===== src/rtl/uart_rx_param.sv =====
// uart_rx_param: oversampled UART receiver with 2-of-3 voting, parity/frame/break checks and a valid/ready output stage
module uart_rx_param #(
  parameter int DATA_BITS  = 8,
  parameter int OVERSAMPLE = 16,
  parameter int PARITY     = 0,
  parameter int STOP_BITS  = 1
) (
  input  logic                 clk,
  input  logic                 rst,
  input  logic                 tick,
  input  logic                 rx,
  output logic [DATA_BITS-1:0] rx_data,
  output logic                 rx_valid,
  input  logic                 rx_ready,
  output logic                 parity_err,
  output logic                 frame_err,
  output logic                 break_det,
  output logic                 overrun,
  output logic                 busy
);
  localparam int CW = $clog2(OVERSAMPLE);
  localparam int BW = $clog2(DATA_BITS);
  localparam logic [CW-1:0] C_LO  = CW'(OVERSAMPLE / 2 - 1);
  localparam logic [CW-1:0] C_MID = CW'(OVERSAMPLE / 2);
  localparam logic [CW-1:0] C_HI  = CW'(OVERSAMPLE / 2 + 1);
  localparam logic [CW-1:0] C_END = CW'(OVERSAMPLE - 1);
  typedef enum logic [2:0] {IDLE, START, DATA, PAR, STOP, RECOVER} state_t;
  state_t state, state_n;
  logic [CW-1:0] c;
  logic [BW-1:0] n;
  logic [DATA_BITS-1:0] sh;
  logic rx_m, rx_s, v0, v1, pbit, fe_r, brk_r;
  logic maj, decide, last_c, done, fe_now, brk_now, pe_now;
  assign maj     = (v0 & v1) | (v0 & rx_s) | (v1 & rx_s);
  assign decide  = tick && c == C_HI;
  assign last_c  = tick && c == C_END;
  assign fe_now  = fe_r | ~maj;
  assign brk_now = (n == '0) ? (~|sh & ~pbit & ~maj) : brk_r;
  assign pe_now  = (PARITY != 0) && ((^sh ^ pbit) != (PARITY == 1));
  assign busy    = state != IDLE;
  // two-flop synchronizer, idles high out of reset
  always_ff @(posedge clk or posedge rst) begin
    if (rst) begin
      rx_m <= 1'b1;
      rx_s <= 1'b1;
    end else begin
      rx_m <= rx;
      rx_s <= rx_m;
    end
  end
  // state register
  always_ff @(posedge clk or posedge rst) begin
    if (rst) state <= IDLE;
    else state <= state_n;
  end
  // next state; every transition waits for a tick, frame completes mid last stop bit
  always_comb begin
    state_n = state;
    done = 1'b0;
    unique case (state)
      IDLE:    if (tick && !rx_s) state_n = START;
      START:   if (decide && maj) state_n = IDLE;
               else if (last_c) state_n = DATA;
      DATA:    if (last_c && n == BW'(DATA_BITS - 1)) state_n = (PARITY != 0) ? PAR : STOP;
      PAR:     if (last_c) state_n = STOP;
      STOP:    if (decide && n == BW'(STOP_BITS - 1)) begin
                 done = 1'b1;
                 state_n = fe_now ? RECOVER : IDLE;
               end
      RECOVER: if (tick && rx_s) state_n = IDLE;
      default: state_n = IDLE;
    endcase
  end
  // tick/bit counters, vote samples, shift register and per-frame error accumulators
  always_ff @(posedge clk or posedge rst) begin
    if (rst) begin
      c <= '0;
      n <= '0;
      sh <= '0;
      v0 <= 1'b0;
      v1 <= 1'b0;
      pbit <= 1'b0;
      fe_r <= 1'b0;
      brk_r <= 1'b0;
    end else if (tick) begin
      c <= (state_n != state || c == C_END || state == IDLE) ? '0 : c + 1'b1;
      n <= (state_n != state) ? '0 : (c == C_END) ? n + 1'b1 : n;
      if (c == C_LO) v0 <= rx_s;
      if (c == C_MID) v1 <= rx_s;
      if (state == DATA && c == C_HI) sh <= {maj, sh[DATA_BITS-1:1]};
      if (state == START) pbit <= 1'b0;
      else if (state == PAR && c == C_HI) pbit <= maj;
      if (state == START) fe_r <= 1'b0;
      else if (state == STOP && c == C_HI) fe_r <= fe_now;
      if (state == STOP && c == C_HI && n == '0) brk_r <= brk_now;
    end
  end
  // output stage: deliver on free slot or same-cycle handshake, otherwise drop and flag overrun
  always_ff @(posedge clk or posedge rst) begin
    if (rst) begin
      rx_data <= '0;
      rx_valid <= 1'b0;
      parity_err <= 1'b0;
      frame_err <= 1'b0;
      break_det <= 1'b0;
      overrun <= 1'b0;
    end else begin
      rx_valid <= done | (rx_valid & ~rx_ready);
      overrun <= done & rx_valid & ~rx_ready;
      break_det <= done & brk_now;
      if (done && (!rx_valid || rx_ready)) begin
        rx_data <= sh;
        parity_err <= pe_now;
        frame_err <= fe_now;
      end
    end
  end
endmodule

===== config.mk =====
export PLATFORM = sky130hd
export DESIGN_NAME = uart_rx_param
export DESIGN_NICKNAME = d
export VERILOG_FILES = /design/src/rtl/uart_rx_param.sv
export SDC_FILE = /design/constraint.sdc
export NUM_CORES = 1
export LEC_CHECK = 0
export ABC_AREA = 1
export CAP_MARGIN = 20
export CORE_MARGIN = 2
export CORE_UTILIZATION = 55
export CTS_CLUSTER_SIZE = 25
export DETAILED_ROUTE_END_ITERATION = 10
export PLACE_DENSITY = 0.78
export SETUP_SLACK_MARGIN = 0.2
export SLEW_MARGIN = 20
export SYNTH_ARGS = -nofsm -noshare
export SYNTH_HDL_FRONTEND = slang
export SYNTH_SLANG_ARGS = --single-unit
export TNS_END_PERCENT = 50

===== constraint.sdc =====
create_clock -name clk -period 2.6 [get_ports clk]
set_clock_uncertainty 0.2 [all_clocks]
set_input_delay 0.39 -clock clk [delete_from_list [all_inputs] [get_ports clk]]
set_output_delay 0.39 -clock clk [all_outputs]
set_load 0.005 [all_outputs]

# --- Word level (Yosys, flattened, before mapping) ---
# Cells that the tools add are included.
totals:
  word_cells: 96
  latchBits: 0
  mem_bits_rw: 0
  in_bits: 5
  mem_bits_ro: 0
  output_inout_bits: 14
  reg_bits: 37
  n_memories: 0
classes:
  reduce_logical: 32
  div_mod_pow: 0
  mux: 19
  n_eq_ne: 11
  multipliers: 0
  add_sub_neg: 2
  bitwise: 16
  shift: 0
  n_lt_le_gt_ge: 0
ops:
  columns: ["cell", "n"]
  rows:
  - ["$mux W3", 10]
  - ["$pmux W3 S6", 1]
  - ["$reduce_and A2 Y1", 7]
  - ["$eq A4 B4 Y1 const B", 3]
  - ["$logic_and A1 B1 Y1", 12]
  - ["$and A1 B1 Y1", 9]
  - ["$eq A3 B3 Y1 const B", 3]
  - ["$reduce_or A8 Y1", 1]
  - ["$mux W1", 7]
  - ["$eq A3 B2 Y1 const B", 2]
  - ["$logic_not A3 Y1", 2]
  - ["$reduce_bool A2 Y1", 3]
  - ["$add A4 B1 Y4 const B", 1]
  - ["$eq A4 B3 Y1 const B", 1]
  - ["$mux W4", 1]
  - ["$or A1 B1 Y1", 4]
  - ["$add A3 B1 Y3 const B", 1]
  - ["$eq A3 B1 Y1 const B", 1]
  - ["$logic_not A1 Y1", 3]
  - ["$logic_or A1 B1 Y1", 3]
  - ["$ne A3 B3 Y1", 1]
  - ["$not A1 Y1", 3]
  - ["$reduce_bool A3 Y1", 1]

# --- Depth between registers and ports, before layout ---
depth:
  depth_word: 12
  ltp_mapped: 17
  ltp_nobuf: 17

# --- Worst setup path after synthesis ---
# OpenSTA, ideal clock, no wires.
synth_path:
  path_type: "register to register"
  startpoint: "register c[0]"
  endpoint: "register n[2]"
  arrival_ns: 1.519
  slack_ns: 0.764
  path_stages_with_launch: 15
  synth_period_minus_slack_ns: 1.836
  required_ns: 2.284
  path_buffers: 0
  path_cell_list: "dfrtp_1 -> ha_1 -> nand3_2 -> nor2_4 -> nor2_1 -> nor2_1 -> nand2_1 -> inv_2 -> nand3_1 -> nand2_2 -> nor2_4 -> nand2_1 -> nand2_2 -> nand2_1 -> nand2_1"
synth_between:
  elab_chain_len: 8
synth_rtl:
  columns: ["element", "line", "rtl"]
  rows:
  - ["start, declared", "29", "logic [CW-1:0] c;"]
  - ["start signal, assigned", "86", "c <= (state_n != state || c == C_END || state == IDLE) ? '0 : c + 1'b1;"]
  - ["$eq A4 B4 Y1, on equally long branches", "36, 87, 35", null]
  - ["$logic_and A1 B1 Y1, on equally long branches", "36, 35", null]
  - ["$mux W3, or another cell as far along", "63", "else if (last_c) state_n = DATA;"]
  - ["$mux W3, on equally long branches", "62, 64, 66", null]
  - ["$pmux W3 S6", "60", "unique case (state)"]
  - ["$ne A3 B3 Y1", "87", "n <= (state_n != state) ? '0 : (c == C_END) ? n + 1'b1 : n;"]
  - ["$reduce_bool A2 Y1 (no line)", null, null]
  - ["$reduce_and A2 Y1 (no line)", null, null]
  - ["end signal, assigned", "87", null]
  - ["end, declared", "30", "logic [BW-1:0] n;"]
# Several ways; a longest one is shown, not always the timed one.
# A chain may end at the register's enable or synchronous reset.

# --- Worst setup path in the final report ---
layout_path:
  startpoint: "register state[1]"
  endpoint: "output port busy"
layout_between:
  elab_chain_len: 1
layout_rtl:
  columns: ["element", "line", "rtl"]
  rows:
  - ["start, declared", "28", "state_t state, state_n;"]
  - ["start signal, assigned", "54", "else state <= state_n;"]
  - ["$reduce_bool A3 Y1", "40", "assign busy = state != IDLE;"]
  - ["end, declared", "19", "output logic busy"]
# No other way between the ends.

==> out/metrics.cfg <==
[logic_synthesis]
netlist_instances=214
mappedNetlistArea_um2=1780
yosysUniqueCellTypes=26
synth_top_area_share_pct=47.9
synth_nets=225
synth_seq_cells=36
yosys-top-cells-area=dfrtp_1 (48%), nand2_1 (12%), o21ai_0 (5.9%)
yosys.area.top_type=dfrtp_1
yosysSeqAreaShare_pct=50.8
yosys_warnings=0
syn_area_per_cell_um2=8.31

[critical_path]
crit_path_start_kind=register
criticalPathCategory=reg -> out
crit_slowest_cell=dfrtp_1
slowest_delay_ps=480
worstPathArrival_ps=1600
worstPathCellList=nor2_1 > nand2_1 > clkdlybuf4s50_1
critical_path_required_ps=2010
path_max_fanout=6
end_kind=output port

[cts]
clk-insertion-delay-late_ps=350
clockBufferDepth=2
cts_resized=0
cts.sinks=36
clockRootBuffer=clkbuf_4
cts_made_buffers=5
post_cts_buffers=0
clk_pin_slew_ps=110
hold_buffers=0
cts-htree-levels=2
cts_tree=built

[timing]
hold_viol=0
final-max-slew-violation-count=0
setup_violations=0
fin_setup_tns_ps=0
tightestPinTransition_ps=588
relSlewSlack_pct=60.8
clock.fmax_ghz=0.457
timing.final.crit_share_pct=84.2
rsz0062_at_grt=no
period_needed_ps=2190

[die]
die_width_um=60.9
ios=19
rows=20
die_h_um=60.9
dieArea_um2=3700
start_util_pct=58.2
core_area_um2=3050

[placement]
finalWeightedCongestion=0.848
place_area_um2=2030
dpl.hpwl_mm=2.37
port_buffers=17

[routing]
drt_wl_total_mm=3.05
first_iter_violations=64
wl_per_cell_um=10.8
via_per_inst=4.89
route.detailed.drc=0
via_count=1383
firstDrtPassIters=4
ant_nets=0

[grt]
grt_pass1_wl_mm=5.44
grt_pass1_vias=1257
antenna_found_initial=0
grt_overflow=0
grt.total_usage_pct=20.8
grt_start_max_net_pins=24

[cells_and_area]
nFillCells=251
antennaDiodeCount=0
drive_gt1_share_pct=13.0
nets=249
design_area_um2=2080
syn_to_final_growth_pct=17.2

[flow_run]
maxCapViolations=0

[status]
outcome=complete, no violations

[pwr]
p_leak_nw=1.00
irDropWorstVdd_uv=488
power.density_nw_per_um2=660

[min_path]
min_path_type=reg -> reg

## state kept, by name (all words and copies together) (netlist names), 3 cells and up
register,flops
sh,8
n,3
c,4
rx_data,8
state,3
## layout make-up
| type | instances | area [um2] | area share, % |
|---|---|---|---|
| repair buffers | 21 | 213 | 10.2 |
| clock buffers | 5 | 37.5 | 1.80 |
| multi-input cells | 144 | 743 | 35.7 |
| well taps | 44 | 55.1 | 2.64 |
| clock inverters | 3 | 18.8 | 0.901 |
| flip-flops and latches | 36 | 903 | 43.4 |
| inverters | 30 | 113 | 5.41 |
## power by group
| group | internal (W) | switching (W) | leakage (nW) | total (W) |
|---|---|---|---|---|
| registers | 0.000606 | 0.0000563 | 0.488 | 0.000662 |
| clock network | 0.000104 | 0.000189 | 0.0349 | 0.000293 |
| logic | 0.000157 | 0.000262 | 0.477 | 0.000420 |
## logic make-up after synthesis
family          share of synthesized area, %
mux                                    0.633
flops                                   50.8
simple gates                            27.0
fa+ha+maj                               4.22
buf+inv                                 7.39
compound gates                          8.30
xor+xnor                                1.48
other cells                            0.211
## Yosys cell counts, drive strengths merged
cell    instances
xor2            2
clkbuf          3
conb            1
or3             1
buf             1
nor3            5
xnor2           1
mux2            1
nand2          62
dfstp           2
dfrtp          34
o21ai          21
o31ai           1
nor4            1
a21oi           7
ha              6
nand3          11
inv            30
nand4           5
nor2           19
## path summary, 6_finish.rpt
kind	startpoint	endpoint	slack, ps	cells after the start
worst max-delay path	state[1]	busy	410	3
worst min-delay path	rx_m	rx_s	170	0
worst min register to register	rx_m	rx_s	170	0
worst max register to register	c[1]	n[2]	520	12
min in group asynchronous	rst	state[1]	200	2
max in group asynchronous	rst	sh[5]	1480	3
## routing by layer
| metal | GRT usage [%] | vias to the layer above | part of all wire [%] |
|---|---|---|---|
| met3 | 5.33 | 8 | 3.2 |
| met4 | 11.5 | 0 | 2.6 |
| li1 | - | 728 | - |
| met1 | 27.2 | 626 | 50 |
| met2 | 31.6 | 21 | 44 |
| met5 | 0 | - | 0 |
## per-stage QoR
stage	hold slack (ps)	util (%)	total power (W)	setup WS (ps)	instances
2_1_floorplan	145	-	0.000990	764	214
3_3_place_gp	151	66.4	0.00108	248	275
3_5_place_dp	150	66.4	0.00109	224	275
4_1_cts	168	68.2	0.00139	408	283
5_1_grt	171	68.2	0.00149	226	283
6_report	167	68.2	0.00138	410	283
## cell usage in the layout, fill, tap and decap left out, drive strengths merged
master and n:
ha 6, inv 30, o31ai 1, clkbuf 5, xnor2 1, nand3 11
dfstp 2, xor2 2, or3 1, a21oi 7, dfrtp 34, mux2 1
nor2 19, clkdlybuf4s50 17, o21ai 21, nor4 1, buf 4, nand2 62
nand4 5, clkinv 3, nor3 5, conb 1
## worst max-delay path: cells and delay by family (launching register included)
kind / cells / cell delay, ps
flip-flops: 1 / 480
buffers and inverters: 1 / 460
AND/OR/NAND/NOR: 2 / 320
Power figures use the tool's default switching activity.
==> RTL edit, RTL diff (same flow settings) <==
The parameter `DATA_BITS` goes from 8 to 16.
--- a/src/rtl/uart_rx_param.sv
+++ b/src/rtl/uart_rx_param.sv
@@ -1,5 +1,5 @@
 // uart_rx_param: oversampled UART receiver with 2-of-3 voting, parity/frame/break checks and a valid/ready output stage
 module uart_rx_param #(
-  parameter int DATA_BITS  = 8,
+  parameter int DATA_BITS  = 16,
   parameter int OVERSAMPLE = 16,
   parameter int PARITY     = 0,
Interface: changed (resized rx_data); port bits go from 19 to 27. The function was not compared with the original's and may differ.
==> RTL edit against the original RTL <==
Count of clock-buffer cells in the layout up 1. Die area up 38%. Combinational power up 22%. Sequential power up 43%. Area after synthesis up 41%. Sequential share of layout area up 2.3 points. Final area up 40%. Clock power up 53%. Total power up 39%. Final cell count up 34%. Sequential cell count up 17. Worst setup slack worse by 7.7 ps. Routed wire length up 54%. Highest routed layer unchanged.
==> RTL edit: results (changes against the original RTL) <==
qor: finish.layout-drive-gt1-share 0.107 [-0.0230]
qor: global_routing.grt_pass1_wl 8100 um [+49%]
qor: routing.detail_route.first_pass.iterations 4 [unchanged]
qor: setup_path.arrival 1610 ps
qor: finish.reg.largest.list rx_data x16, sh x16
qor: clock_tree.post-cts-setup-buffer-count 0 [unchanged]
qor: worst_hold_path.holdCritPathClass reg2reg
qor: placement.dp_hpwl 3370 um [+42%]
qor: global_routing.overall_global_routing_resource_usage 0.200 [-0.00752]
qor: setup_path.worst-path-max-fanout 6 [unchanged]
qor: finish.n_antenna_cell 0 [unchanged]
qor: synthesis.synth_area_leaders dfrtp_1, nand2_1, o21ai_0, inv_1, nand3_1
qor: clock_tree.clockRootBuffer clkbuf_8
qor: clock_tree.post_cts.resized_instances 0 [unchanged]
qor: synthesis.asyncSetResetFlopFracSynth 1.00 [unchanged]
qor: clock_tree.number_of_buffers_between_clock_root_and_the_deepest_sink 2 [unchanged]
qor: power_and_ir_drop.leakagePower 1.34 nW [+34%]
qor: synthesis.synth_compound_area_frac 0.0965 [+0.0135]
qor: setup_path.timing.critical_path.slowest_stage_cell dfrtp_1
qor: placement.place_ws 173 ps [-50.9 ps]
qor: synthesis.synth.yosys.seq_area_share 0.531 [+0.0232]
qor: synthesis.leading_cell_types_by_count_after_synthesis nand2_1, dfrtp_1, inv_1, o21ai_0, nor2_1
qor: synthesis.yosys_warnings 0 [unchanged]
qor: routing.dr.max_layer_used met4
qor: placement.port_buffers 25 [+8]
qor: synthesis.mux_contribution_to_synthesized_area 0 [-0.00633]
qor: power_and_ir_drop.ir_worst_vdd 0.000479 V [-2.0%]
qor: synthesis.yosys.cell_types.count 28 [+7.7%]
qor: finish.design.final.nets 337 [+35%]
qor: clock_tree.clk_pin_slew_worst_paths 90 ps [-20 ps]
qor: routing.drt-wirelength-per-cell 12.3 um [+14%]
qor: clock_tree.clkLatencyLatePin 300 ps [-50 ps]
qor: placement.gp_routability_congestion 0.870 [+2.6%]
qor: synthesis.synth_top_family_by_area simple AND/OR/NAND/NOR gates
qor: global_routing.grt_use_met1 0.262 [-0.00939]
qor: synthesis.syn_nets 309 [+37%]
qor: global_routing.global_route.usage.met3 0.0422 [-0.0111]
qor: routing.vias 1955 [+41%]
qor: global_routing.grt_antenna_before_repair 0 [unchanged]
qor: global_routing.grt_max_degree 54 [+130%]
qor: global_routing.use_met2 0.340 [+0.0231]
qor: routing.route.layer.met1.wl 2200 um [+45%]
qor: synthesis.synth_xor_xnor_area_share 0.0105 [-0.00427]
qor: setup_path.cp_slowest_stage_delay 470 ps
qor: routing.drtIter0Drc 98 [+53%]
qor: clock_tree.cts_buffers 5 [unchanged]
qor: routing.route.met2.wl 2290 um [+69%]
qor: synthesis.area_share_of_fa_ha_maj_cells_after_synthesis 0.0250 [-0.0172]
qor: clock_tree.htree_num_levels 2 [unchanged]
qor: outcome.status finished, final reports clean
qor: synthesis.synth_top_flop_cell dfrtp_1
qor: routing.dr_wl_met3 136 um [+40%]
qor: global_routing.grt_pass1_vias 1862 [+48%]
==> RTL edit: cell count changes after synthesis, moves of 6 or more <==
cell | unedited run | this run
nand2_1 | 57 | 78
dfrtp_1 | 34 | 51
inv_1 | 27 | 37
o21ai_0 | 21 | 34
nand4_1 | 5 | 11
==> RTL edit: final timing paths <==
| path | depth (start not counted) | slack, ps | start | end |
|---|---|---|---|---|
| max in group asynchronous | 3 | 1690 | rst | rx_m |
| max reg2reg | 13 | 450 | c[1] | n[0] |
| max | 3 | 400 | state[1] | busy |
| min reg2reg | 0 | 160 | rx_m | rx_s |
| min in group asynchronous | 3 | 240 | rst | v1 |
| min | 0 | 160 | rx_m | rx_s |
==> RTL edit: kinds of logic after synthesis <==
group,count (synthesis)
AOI/OAI and AO/OA,47
xor gates and xnor gates,3
adders and majority gates,5
buffers and inverters,53
DFF,53
other,1
and+or+nand+nor,137
==> RTL edit: metrics by stage <==
step | util | instances | area (um^2)
6_report | 0.668 | 380 | 2910
2_1_floorplan | - | 299 | 2500
3_3_place_gp | 0.648 | 372 | 2820
5_1_grt | 0.668 | 380 | 2910
3_5_place_dp | 0.648 | 372 | 2820
4_1_cts | 0.668 | 380 | 2910
==> RTL edit: cell type report <==
| type | instances | area (um^2) |
|---|---|---|
| clock buffers | 6 | 72.6 |
| clock inverters | 2 | 15.0 |
| fillers | 372 | 1450 |
| inverters | 44 | 165 |
| multi-input cells | 193 | 962 |
| flip-flops and latches | 53 | 1330 |
| well taps | 52 | 65.1 |
| repair buffers | 30 | 300 |
==> RTL edit: critical path: cells and delay by family (launching register included) <==
family | cells | cell delay [ps]
and+or+nand+nor | 2 | 370
DFF | 1 | 470
buffers and inverters | 1 | 470
==> RTL edit: report_power, final <==
part           switching (mW)  internal [mW]
combinational           0.326          0.188
clock                   0.258          0.190
sequential             0.0681          0.880
